<file path="config.mk">
export PLATFORM = sky130hd
export DESIGN_NAME = cdb_arbiter
export DESIGN_NICKNAME = d
export VERILOG_FILES = /design/src/rtl/cdb_arbiter.sv
export SDC_FILE = /design/constraint.sdc
export NUM_CORES = 1
export LEC_CHECK = 0
export ABC_AREA = 1
export BUFFER_PORTS_ARGS = -buffer_cell sky130_fd_sc_hd__buf_2
export CORE_AREA = 4 4 118 120
export DETAILED_ROUTE_END_ITERATION = 10
export DIE_AREA = 0 0 122 124
export PLACE_DENSITY_LB_ADDON = 0.15
export SYNTH_ARGS = -nofsm -noshare
export SYNTH_HDL_FRONTEND = slang
export SYNTH_SLANG_ARGS = --single-unit
</file>
<file path="constraint.sdc">
create_clock -name clk -period 5.7 [get_ports clk]
set_clock_uncertainty 0.2 [all_clocks]
set_input_delay 0.57 -clock clk [delete_from_list [all_inputs] [get_ports clk]]
set_output_delay 0.57 -clock clk [all_outputs]
set_load 0.005 [all_outputs]
</file>
<file path="src/rtl/cdb_arbiter.sv">
// Common data bus arbiter: picks at most one finished result per cycle from
// the ALU, load/store and branch units (oldest in ROB order first) and registers it.
module cdb_arbiter #(
  parameter int ROB_WIDTH    = 5,
  parameter int PHY_WIDTH    = 6,
  parameter int DATA_WIDTH   = 32,
  parameter int STARVE_LIMIT = 4
) (
  input  logic                  clk,
  input  logic                  rst_n,
  input  logic                  flush,
  input  logic [ROB_WIDTH-1:0]  rob_head,
  input  logic                  cdb_stall,

  input  logic                  alu_valid,
  output logic                  alu_ready,
  input  logic [ROB_WIDTH-1:0]  alu_rob_id,
  input  logic [PHY_WIDTH-1:0]  alu_rd_phy,
  input  logic [DATA_WIDTH-1:0] alu_data,
  input  logic                  alu_wr,

  input  logic                  ls_valid,
  output logic                  ls_ready,
  input  logic [ROB_WIDTH-1:0]  ls_rob_id,
  input  logic [PHY_WIDTH-1:0]  ls_rd_phy,
  input  logic [DATA_WIDTH-1:0] ls_data,
  input  logic                  ls_wr,

  input  logic                  br_valid,
  output logic                  br_ready,
  input  logic [ROB_WIDTH-1:0]  br_rob_id,
  input  logic [PHY_WIDTH-1:0]  br_rd_phy,
  input  logic [DATA_WIDTH-1:0] br_data,
  input  logic                  br_wr,

  output logic                  cdb_valid,
  output logic [ROB_WIDTH-1:0]  cdb_rob_id,
  output logic [PHY_WIDTH-1:0]  cdb_rd_phy,
  output logic [DATA_WIDTH-1:0] cdb_data,
  output logic                  cdb_wr_en,
  output logic [1:0]            cdb_src
);

  // Handshake: a source holds x_valid and its payload stable until it sees
  // x_ready; a transfer happens on a cycle where both are high. At most one
  // ready is high per cycle, and never while flushing, in reset, or while a
  // stalled result is still held on the bus.

  localparam int CW = $clog2(STARVE_LIMIT + 1);
  localparam logic [CW-1:0] LIMIT = CW'(STARVE_LIMIT);

  // Source index: 0 = ALU, 1 = LS, 2 = BR (also the cdb_src encoding).
  logic [2:0]            valid;
  logic [2:0]            wr;
  logic [ROB_WIDTH-1:0]  rob_id   [3];
  logic [PHY_WIDTH-1:0]  rd_phy   [3];
  logic [DATA_WIDTH-1:0] data     [3];
  logic [ROB_WIDTH-1:0]  age      [3];
  logic [CW-1:0]         starve_cnt [3];
  logic [2:0]            starved;

  logic                  accept;
  logic [2:0]            grant;
  logic [1:0]            gnt_idx;
  logic                  gnt_any;
  logic [ROB_WIDTH-1:0]  best_age;

  assign valid     = {br_valid, ls_valid, alu_valid};
  assign wr        = {br_wr, ls_wr, alu_wr};
  assign rob_id[0] = alu_rob_id;
  assign rob_id[1] = ls_rob_id;
  assign rob_id[2] = br_rob_id;
  assign rd_phy[0] = alu_rd_phy;
  assign rd_phy[1] = ls_rd_phy;
  assign rd_phy[2] = br_rd_phy;
  assign data[0]   = alu_data;
  assign data[1]   = ls_data;
  assign data[2]   = br_data;

  assign accept = rst_n & ~flush & (~cdb_valid | ~cdb_stall);

  // Modular distance from the ROB head, so IDs that wrapped past 0 stay younger.
  always_comb begin
    for (int i = 0; i < 3; i++) begin
      age[i]     = rob_id[i] - rob_head;
      starved[i] = valid[i] && (starve_cnt[i] == LIMIT);
    end
  end

  // Starved sources override age; otherwise oldest wins. Scanning BR first
  // with a strict compare makes equal ages resolve BR > LS > ALU.
  always_comb begin
    grant    = '0;
    gnt_idx  = 2'd0;
    gnt_any  = 1'b0;
    best_age = '0;
    if (|starved) begin
      gnt_any = 1'b1;
      if (starved[2])      gnt_idx = 2'd2;
      else if (starved[1]) gnt_idx = 2'd1;
      else                 gnt_idx = 2'd0;
    end else begin
      for (int i = 2; i >= 0; i--) begin
        if (valid[i] && (!gnt_any || (age[i] < best_age))) begin
          gnt_any  = 1'b1;
          gnt_idx  = 2'(i);
          best_age = age[i];
        end
      end
    end
    if (gnt_any) grant[gnt_idx] = 1'b1;
  end

  assign alu_ready = accept & grant[0];
  assign ls_ready  = accept & grant[1];
  assign br_ready  = accept & grant[2];

  always_ff @(posedge clk) begin
    for (int i = 0; i < 3; i++) begin
      if (!rst_n || flush) begin
        starve_cnt[i] <= '0;
      end else if (accept) begin
        if (!valid[i] || grant[i]) begin
          starve_cnt[i] <= '0;
        end else if (starve_cnt[i] != LIMIT) begin
          starve_cnt[i] <= starve_cnt[i] + CW'(1);
        end
      end
    end
  end

  // When accept is low and no flush/reset, every cdb_* field holds.
  always_ff @(posedge clk) begin
    if (!rst_n) begin
      cdb_valid  <= 1'b0;
      cdb_rob_id <= '0;
      cdb_rd_phy <= '0;
      cdb_data   <= '0;
      cdb_wr_en  <= 1'b0;
      cdb_src    <= 2'd0;
    end else if (flush) begin
      cdb_valid  <= 1'b0;
      cdb_wr_en  <= 1'b0;
    end else if (accept) begin
      if (gnt_any) begin
        cdb_valid  <= 1'b1;
        cdb_rob_id <= rob_id[gnt_idx];
        cdb_rd_phy <= rd_phy[gnt_idx];
        cdb_data   <= data[gnt_idx];
        cdb_wr_en  <= wr[gnt_idx];
        cdb_src    <= gnt_idx;
      end else begin
        cdb_valid  <= 1'b0;
        cdb_wr_en  <= 1'b0;
      end
    end
  end

endmodule
</file>
==> flow_summary_export.csv, run 1 <==
group,metric,value,unit
sta,setup_violations,0,
pwr,switching_share,36.38,%
min_path,hold_depth,2,
synthesis,ys_types,31,
synthesis,synth_area,4210,um2
synthesis,synth.largest_area_cell,"dfxtp_1",
worst_setup_path,r2r_slack,3140,ps
job,cap_violations,0,
placement,dpl_cell_area,5296,um2
cells_and_area,syn2layout_area_growth,29.15,%
min_path,hp-start,"cdb_src[0]$_SDFFE_PN0P_",
pwr,clkPwrFrac,25.9,%
sta,worstMarginPinSlew,558.9,ps
drt,drtIter0Drc,188,
drt,vias,4807,
pwr,intPower,774.6,uW
synthesis,syn_avg_cell_area,6.293,um2
sta,clock.fmax,197.6,MHz
global_route,grt_max_degree,56,
clock_tree,ctsResizeCount,0,
sta,postLayoutSetupSlackWorst,638.2,ps
floorplanning,fp.dieH,124,um
floorplanning,initial_core_util,32.44,%
sta,slew_viol_final,0,
drt,drc,0,
synthesis,synth.net_count,842,
placement,place_worst_setup_slack,647.7,ps
floorplanning,fp.dieW,122,um
pwr,seqPwrFrac,37.4,%
worst_setup_path,slowest_stage,"fa_1",
pwr,vdd_drop_max,0.1071,mV
clock_tree,cts.sinks,56,
worst_setup_path,crit_path_end_kind,"primary output",
synthesis,synth.area.top_cells,"dfxtp_1 22%, nand2_1 16%, nand3_1 11%",
floorplanning,rows,42,
sta,setup-tns-final,0,ps
min_path,hold_class,"flop to flop",
pwr,power_frac_comb,36.7,%
synthesis,ys_warn_count,0,
synthesis,ys_seq_area_share,28.77,%
sta,hold_viol_final,0,
worst_setup_path,cp-startpoint,"br_rob_id[0]",
cells_and_area,num_antenna_cells,0,
floorplanning,die_area,15130,um2
clock_tree,post-cts-setup-buffers,0,
worst_setup_path,critPathBufInv,6,
placement,placed_cells,1012,
cells_and_area,register_area,1211,um2
drt,dr.pass1.iters,5,
clock_tree,clkLatencyLatePin,300,ps
worst_setup_path,worstRegToRegCells,13,
pwr,powerDensity,223.9,nW/um2
worst_setup_path,cp_slowest_stage_delay,390,ps
synthesis,netlist_instances,669,
floorplanning,io_pins,194,
clock_tree,cts_tree,"built",
placement,portBuffers,193,
cells_and_area,nFillCells,1395,
status,status,"finished, final reports clean",
clock_tree,clk_path_buf_depth,2,
cells_and_area,multiInputGateArea,2351,um2
worst_setup_path,worstPathRequired,4930,ps
global_route,grt_overflow,0,
worst_setup_path,cpMostUsedCell,"nand2_1",
synthesis,ys_seq_elements,56,
placement,place_congestion,0.9106,
drt,via_per_inst,4.713,
min_path,hold_end,"cdb_src[0]$_SDFFE_PN0P_",
sta,post-route-period-util,88.80,%
cells_and_area,layout-drive-gt1-share,25.95,%
worst_setup_path,r2r_end,"cdb_data[31]$_SDFFE_PN0P_",
cells_and_area,nets,1016,
clock_tree,path_clk_slew,70,ps
drt,final_antenna_net_count,0,
worst_setup_path,crit_type,"input pin to primary output",
drt,routed_wl,13910,um
global_route,antenna_found_initial,0,
worst_setup_path,regToRegStartpoint,"starve_cnt[2][0]$_SDFFCE_PN0P_",
placement,dp_hpwl,10610,um
sta,min_period,5062,ps
pwr,power.total,1.217,mW
clock_tree,numCtsBuffers,5,
clock_tree,cts_hold_buf,0,
global_route,grt.total_usage,17.93,%
worst_setup_path,startpoint_type,"input pin",
worst_setup_path,critical-path-top-delay-family,"adder cells",
floorplanning,core-area,12980,um2
worst_setup_path,worstPathMaxFanout,23,
clock_tree,cts_max_level,2,
sta,rsz0062_at_grt,"false",
global_route,grt_pass1_vias,4721,
worst_setup_path,critical_path_arrival,4290,ps
sta,max-slew-margin-rel,62.74,%
drt,wl_per_cell,13.64,um
pwr,power.switching,442.8,uW
pwr,p_leak,3.150,nW
cells_and_area,stdcell_count,1020,
synthesis,synth_top_cell_area_share,22.35,%
cells_and_area,design_area,5438,um2
global_route,grt_pass1_wl,21710,um
clock_tree,root_buffer,"clkbuf_16",
## kinds of logic after synthesis
group	synth area share, %
AO/OA/AOI/OAI	5.825
XOR/XNOR	2.496
adder cells (fa/ha/maj)	9.153
buffers and inverters	15.63
flip-flops	28.77
AND/OR/NAND/NOR	38.13
## final cells by class
cell class | count | area share, %
repair buffers | 203 | 19.14
flip-flops and latches | 56 | 22.27
clock inverters | 1 | 0.1611
inverters | 126 | 8.698
multi-input cells | 451 | 43.24
clock buffers | 7 | 2.439
well taps | 176 | 4.050
## cells in the final DEF, fill, tap and decap left out, types with 5 or more instances in the layout
cell type,instances
buf_4,10
nand4_1,36
ha_1,26
xnor2_1,5
xor2_1,7
nor2_1,54
inv_1,123
nand2_1,175
buf_2,193
clkbuf_16,5
o21ai_0,13
edfxtp_1,9
a21oi_1,18
dfxtp_1,47
nand3_1,93
## flip-flops by register name, summed over array words and instances, names as in the netlist
signal,cells
cdb_valid,1
cdb_src,2
cdb_wr_en,1
starve_cnt,9
cdb_rd_phy,6
cdb_rob_id,5
cdb_data,32
## through the flow
step | utilization, % | hold WS (ps)
after detailed placement | 40.80 | 288.2
after global placement | 40.80 | 279.3
after CTS | 41.89 | 310.0
after global routing | 41.89 | 350.3
final | 41.89 | 312.3
after floorplan | - | 290.6
## power by group through the flow
stage	registers, mW	clock network (mW)	logic, mW
after floorplan	0.464	0	0.290
after global placement	0.464	0	0.446
after detailed placement	0.464	0	0.451
after global routing	0.459	0.346	0.507
final	0.455	0.316	0.446
after CTS	0.456	0.333	0.453
## worst max-delay path by stage
stage / slack, ps / to / cells after the start
5_1_grt: 170 / alu_ready / 28
2_1_floorplan: 1150 / alu_ready / 29
3_5_place_dp: 650 / alu_ready / 29
4_1_cts: 610 / alu_ready / 28
3_3_place_gp: 690 / ls_ready / 31
6_report: 640 / ls_ready / 29
## cells in the mapped netlist (all sizes together)
cell	n
xnor2	5
ha	26
a21o	3
nor3	1
o211ai	3
buf	21
fa	3
o21ai	16
nand2	177
dfxtp	47
nor3b	1
a21oi	18
o21ba	1
inv	125
nand3	93
clkbuf	15
nand4	36
a211oi	1
nor2	58
edfxtp	9
xor2	7
a31oi	1
o22ai	1
clkinv	1
## routing by layer
metal | up-vias | wire [um] | global-route usage [%]
met3 | 21 | 879 | 3.588
met1 | 2185 | 6072 | 22.18
met5 | - | 0 | 0
met4 | 0 | 334 | 7.283
li1 | 2454 | - | -
met2 | 147 | 6627 | 30.59
## tightest hold or removal path, stage by stage, from the launching register on
cell and delay, ps:
dfxtp_1 330, o211ai_1 100, inv_1 60
(Power assumes the default switching activity.)
==> run 2, diff against run 1 <==
Settings changed: CTS_CLUSTER_DIAMETER from default to 200, CTS_CLUSTER_SIZE from default to 40.
Clock period 5.7 ns to 6.25 ns, I/O delays scaled along.
==> flow_summary_export.csv, run 2 (synthesis results as in run 1) <==
group,metric,value,unit
status,status,"finished, final reports clean",
cells_and_area,nets,1014,
cells_and_area,final_cell_mix,"193 x buf_2, 175 x nand2_1, 123 x inv_1, 93 x nand3_1, 54 x nor2_1",
cells_and_area,syn2layout_area_growth,29.03,%
cells_and_area,reg.largest.list,"cdb_data x32, starve_cnt x9, cdb_rd_phy x6",
cells_and_area,nFillCells,1422,
cells_and_area,layout-drive-gt1-share,25.89,%
sta,slew_viol_final,0,
placement,portBuffers,193,
worst_setup_path,r2r_slack,3300,ps
clock_tree,ctsResizeCount,0,
sta,setup_violations,0,
cells_and_area,top_register,"cdb_data",
clock_tree,path_clk_slew,70,ps
worst_setup_path,critical_path_arrival,4700,ps
global_route,grt_pass1_vias,4703,
min_path,hold_depth,2,
floorplanning,core-area,12980,um2
worst_setup_path,startpoint_type,"input pin",
drt,drtIter0Drc,195,
worst_setup_path,critical-path-top-delay-family,"simple AND/OR/NAND/NOR gates",
pwr,p_leak,3.146,nW
clock_tree,clkLatencyLatePin,300,ps
floorplanning,initial_core_util,32.44,%
min_path,hp-start,"cdb_src[1]$_SDFFE_PN0P_",
sta,setup-tns-final,0,ps
drt,vias,4740,
global_route,grt_overflow,0,
cells_and_area,design_area,5433,um2
sta,min_period,5526,ps
worst_setup_path,cpMostUsedCell,"nand2_1",
worst_setup_path,worstPathMaxFanout,26,
clock_tree,post-cts-setup-buffers,0,
sta,hold_viol_final,0,
worst_setup_path,worstPathRequired,5420,ps
cells_and_area,stdcell_count,1018,
drt,wl_per_cell,13.97,um
floorplanning,rows,42,
placement,dpl_cell_area,5281,um2
pwr,powerDensity,207.4,nW/um2
min_path,hold_class,"flop to flop",
pwr,power.total,1.127,mW
placement,placed_cells,1010,
sta,rsz0062_at_grt,"false",
clock_tree,root_buffer,"clkbuf_16",
min_path,hold_end,"cdb_src[1]$_SDFFE_PN0P_",
clock_tree,cts_tree,"built",
sta,post-route-period-util,88.42,%
floorplanning,io_pins,194,
global_route,grt.total_usage,18.76,%
drt,via_per_inst,4.656,
worst_setup_path,worstRegToRegCells,11,
worst_setup_path,crit_type,"input pin to primary output",
drt,dr.pass1.iters,4,
drt,final_antenna_net_count,0,
cells_and_area,final_common_cell,"buf_2",
cells_and_area,num_antenna_cells,0,
global_route,grt_pass1_wl,22540,um
placement,dp_hpwl,10540,um
drt,routed_wl,14220,um
cells_and_area,largest_reg_flops,32,
global_route,grt_max_degree,80,
clock_tree,clk_path_buf_depth,2,
worst_setup_path,cp_slowest_stage_delay,400,ps
sta,max-slew-margin-rel,46.02,%
worst_setup_path,crit_path_end_kind,"primary output",
clock_tree,cts.sinks,56,
floorplanning,die_area,15130,um2
floorplanning,fp.dieH,124,um
clock_tree,numCtsBuffers,5,
sta,worstMarginPinSlew,809.7,ps
pwr,vdd_drop_max,0.1003,mV
job,cap_violations,0,
worst_setup_path,critPathBufInv,7,
worst_setup_path,slowest_stage,"fa_1",
global_route,antenna_found_initial,0,
placement,place_congestion,0.8511,
cells_and_area,register_area,1211,um2
worst_setup_path,r2r_end,"starve_cnt[0][1]$_SDFFCE_PN0P_",
drt,drc,0,
clock_tree,cts_hold_buf,0,
worst_setup_path,regToRegStartpoint,"starve_cnt[1][0]$_SDFFCE_PN0P_",
cells_and_area,multiInputGateArea,2351,um2
floorplanning,fp.dieW,122,um
sta,clock.fmax,181.0,MHz
clock_tree,cts_max_level,2,
## run 2: worst min-delay path: stages (launching register included)
cell and delay, ps:
dfxtp_1 330, o211ai_1 100, inv_1 60
## run 2: layout make-up
type / count / share of cell area, %
tap: 176 / 4.053
clock buffer: 7 / 2.626
multi-input combinational: 451 / 43.27
clock inverter: 1 / 0.1612
sequential: 56 / 22.29
timing repair buffer: 201 / 18.89
inverter: 126 / 8.706
## run 2: metrics by stage
| stage | hold WS [ps] | util [%] | setup WS (ps) |
|---|---|---|---|
| CTS | 316.2 | 41.85 | 713.1 |
| finish | 312.0 | 41.85 | 724.0 |
| global placement | 279.5 | 40.69 | 722.2 |
| floorplan | 290.6 | - | 1590 |
| global route | 337.8 | 41.85 | 118.5 |
| detailed placement | 290.1 | 40.69 | 624.4 |
## run 2: power by group
part	switching [mW]	leakage (nW)	internal, mW
Combinational	0.251	2.58	0.156
Sequential	0.0176	0.488	0.397
Clock	0.143	0.0741	0.161
## run 2: per-layer routing
metal	routed length [um]	GRT usage [%]	up-vias	part of all wire, %
met5	0	0	-	0
met4	403	7.703	0	2.8
met3	821	3.179	24	5.8
met2	6819	31.63	154	48
met1	6179	23.83	2113	43
li1	-	-	2449	-
## run 2: how the worst max path moves through the flow
stage	slack, ps	startpoint	cells after the start	to
floorplan	1590	br_rob_id[0]	29	alu_ready
global placement	720	br_rob_id[0]	33	cdb_data[28]$_SDFFE_PN0P_
detailed placement	620	br_rob_id[0]	30	starve_cnt[0][1]$_SDFFCE_PN0P_
CTS	710	br_rob_id[0]	30	ls_ready
global route	120	rob_head[1]	29	ls_ready
finish	720	br_rob_id[0]	30	ls_ready
==> run 3, diff against run 2 <==
Settings changed: PLACE_DENSITY from default to 0.59, PLACE_DENSITY_LB_ADDON 0.15 to default.
==> flow_summary_export.csv, run 3 (synthesis results as in run 1) <==
group,metric,value,unit
status,status,"finished, final reports clean",
worst_setup_path,cp-startpoint,"br_rob_id[0]",
worst_setup_path,worstPathRequired,5420,ps
floorplanning,fp.dieH,124,um
floorplanning,initial_core_util,32.44,%
drt,final_antenna_net_count,0,
floorplanning,io_pins,194,
cells_and_area,num_antenna_cells,0,
global_route,grt_pass1_wl,21500,um
clock_tree,cts_tree,"built",
global_route,antenna_found_initial,0,
floorplanning,rows,42,
cells_and_area,final_common_cell,"buf_2",
cells_and_area,largest_reg_flops,32,
global_route,grt.total_usage,17.77,%
cells_and_area,reg.largest.list,"cdb_data x32, starve_cnt x9, cdb_rd_phy x6",
drt,routed_wl,13650,um
global_route,grt_max_degree,72,
drt,drtIter0Drc,234,
floorplanning,fp.dieW,122,um
worst_setup_path,regToRegStartpoint,"starve_cnt[1][0]$_SDFFCE_PN0P_",
clock_tree,root_buffer,"clkbuf_16",
min_path,hp-start,"cdb_src[1]$_SDFFE_PN0P_",
worst_setup_path,crit_path_end_kind,"primary output",
cells_and_area,layout-drive-gt1-share,25.71,%
clock_tree,cts_hold_buf,0,
pwr,intPower,702.7,uW
pwr,power_frac_comb,36.3,%
pwr,seqPwrFrac,37.2,%
placement,dpl_cell_area,5266,um2
sta,worstMarginPinSlew,858.9,ps
sta,max-slew-margin-rel,42.74,%
pwr,p_leak,3.134,nW
clock_tree,clkLatencyLatePin,300,ps
pwr,vdd_drop_max,0.1030,mV
worst_setup_path,critical_path_arrival,4630,ps
pwr,clkPwrFrac,26.5,%
drt,dr.pass1.iters,6,
sta,setup_violations,0,
worst_setup_path,startpoint_type,"input pin",
drt,vias,4674,
global_route,grt_pass1_vias,4430,
cells_and_area,final_cell_mix,"193 x buf_2, 175 x nand2_1, 123 x inv_1, 93 x nand3_1, 54 x nor2_1",
min_path,hold_class,"flop to flop",
drt,via_per_inst,4.600,
worst_setup_path,crit_type,"input pin to primary output",
sta,rsz0062_at_grt,"false",
placement,dp_hpwl,10010,um
floorplanning,die_area,15130,um2
cells_and_area,nets,1012,
sta,slew_viol_final,0,
clock_tree,cts.sinks,56,
cells_and_area,top_register,"cdb_data",
clock_tree,cts_max_level,2,
floorplanning,core-area,12980,um2
sta,min_period,5460,ps
sta,post-route-period-util,87.36,%
pwr,switching_share,36.84,%
clock_tree,path_clk_slew,80,ps
placement,placed_cells,1008,
clock_tree,numCtsBuffers,5,
pwr,power.switching,409.9,uW
placement,place_congestion,0.8246,
cells_and_area,syn2layout_area_growth,28.47,%
clock_tree,post-cts-setup-buffers,0,
pwr,powerDensity,205.7,nW/um2
sta,clock.fmax,183.2,MHz
drt,drc,0,
sta,hold_viol_final,0,
global_route,grt_overflow,0,
sta,setup-tns-final,0,ps
clock_tree,clk_path_buf_depth,2,
cells_and_area,stdcell_count,1016,
clock_tree,ctsResizeCount,0,
cells_and_area,design_area,5409,um2
placement,portBuffers,193,
worst_setup_path,worstPathMaxFanout,25,
drt,wl_per_cell,13.44,um
job,cap_violations,0,
[run 3: final cells by class]
| type | count | area (um2) |
|---|---|---|
| clock buffers | 6 | 128.9 |
| clock inverters | 2 | 13.76 |
| fillers | 1474 | 7571 |
| inverters | 126 | 473.0 |
| multi-input cells | 451 | 2351 |
| flip-flops and latches | 56 | 1211 |
| well taps | 176 | 220.2 |
| repair buffers | 199 | 1011 |
[run 3: per-stage QoR]
stage | total power, mW | hold WS (ps) | util, % | setup WS [ps]
3_5_place_dp | 0.8256 | 285.3 | 40.57 | 769.2
4_1_cts | 1.126 | 308.0 | 41.67 | 801.2
6_report | 1.113 | 307.7 | 41.67 | 790.1
3_3_place_gp | 0.8275 | 278.3 | 40.57 | 857.8
5_1_grt | 1.201 | 348.9 | 41.67 | 292.2
2_1_floorplan | 0.6875 | 290.6 | - | 1590
[run 3: layer usage]
| layer | track usage (%) | part of all wire (%) | up-vias |
|---|---|---|---|
| met5 | 0 | 0 | - |
| met1 | 21.87 | 43 | 2051 |
| met2 | 31.11 | 48 | 167 |
| met4 | 3.922 | 1.2 | 0 |
| li1 | - | - | 2445 |
| met3 | 4.814 | 7.7 | 11 |
[run 3: final timing paths]
path	end	slack, ps	depth (start not counted)
min	cdb_src[1]$_SDFFE_PN0P_	310	2
max	alu_ready	790	28
min reg2reg	cdb_src[1]$_SDFFE_PN0P_	310	2
max reg2reg	cdb_rob_id[0]$_SDFFE_PN0P_	3260	13
[run 3: critical path: stages]
cell and delay (ps):
buf_2 110, inv_1 50, ha_1 120, inv_1 60, fa_1 390, a21oi_1 150
o21ba_2 150, o21ai_0 110, ha_1 310, nand2_1 70, nor2_1 100, nand2_1 60
nand3_1 60, nand2_1 60, nand2_1 240, o21ai_0 120, ha_1 300, a21oi_1 160
nor2_1 50, a211oi_1 170, nand2_1 70, nand2_1 50, nand2_1 70, nand2_1 80
nand2_2 260, buf_4 350, nor2_1 130, buf_2 120
[run 3: power by group through the flow]
stage,registers (mW),clock network (mW),logic [mW]
2_1_floorplan,0.423,0,0.264
3_3_place_gp,0.423,0,0.405
6_report,0.414,0.295,0.403
3_5_place_dp,0.421,0,0.404
5_1_grt,0.417,0.321,0.463
4_1_cts,0.414,0.306,0.406
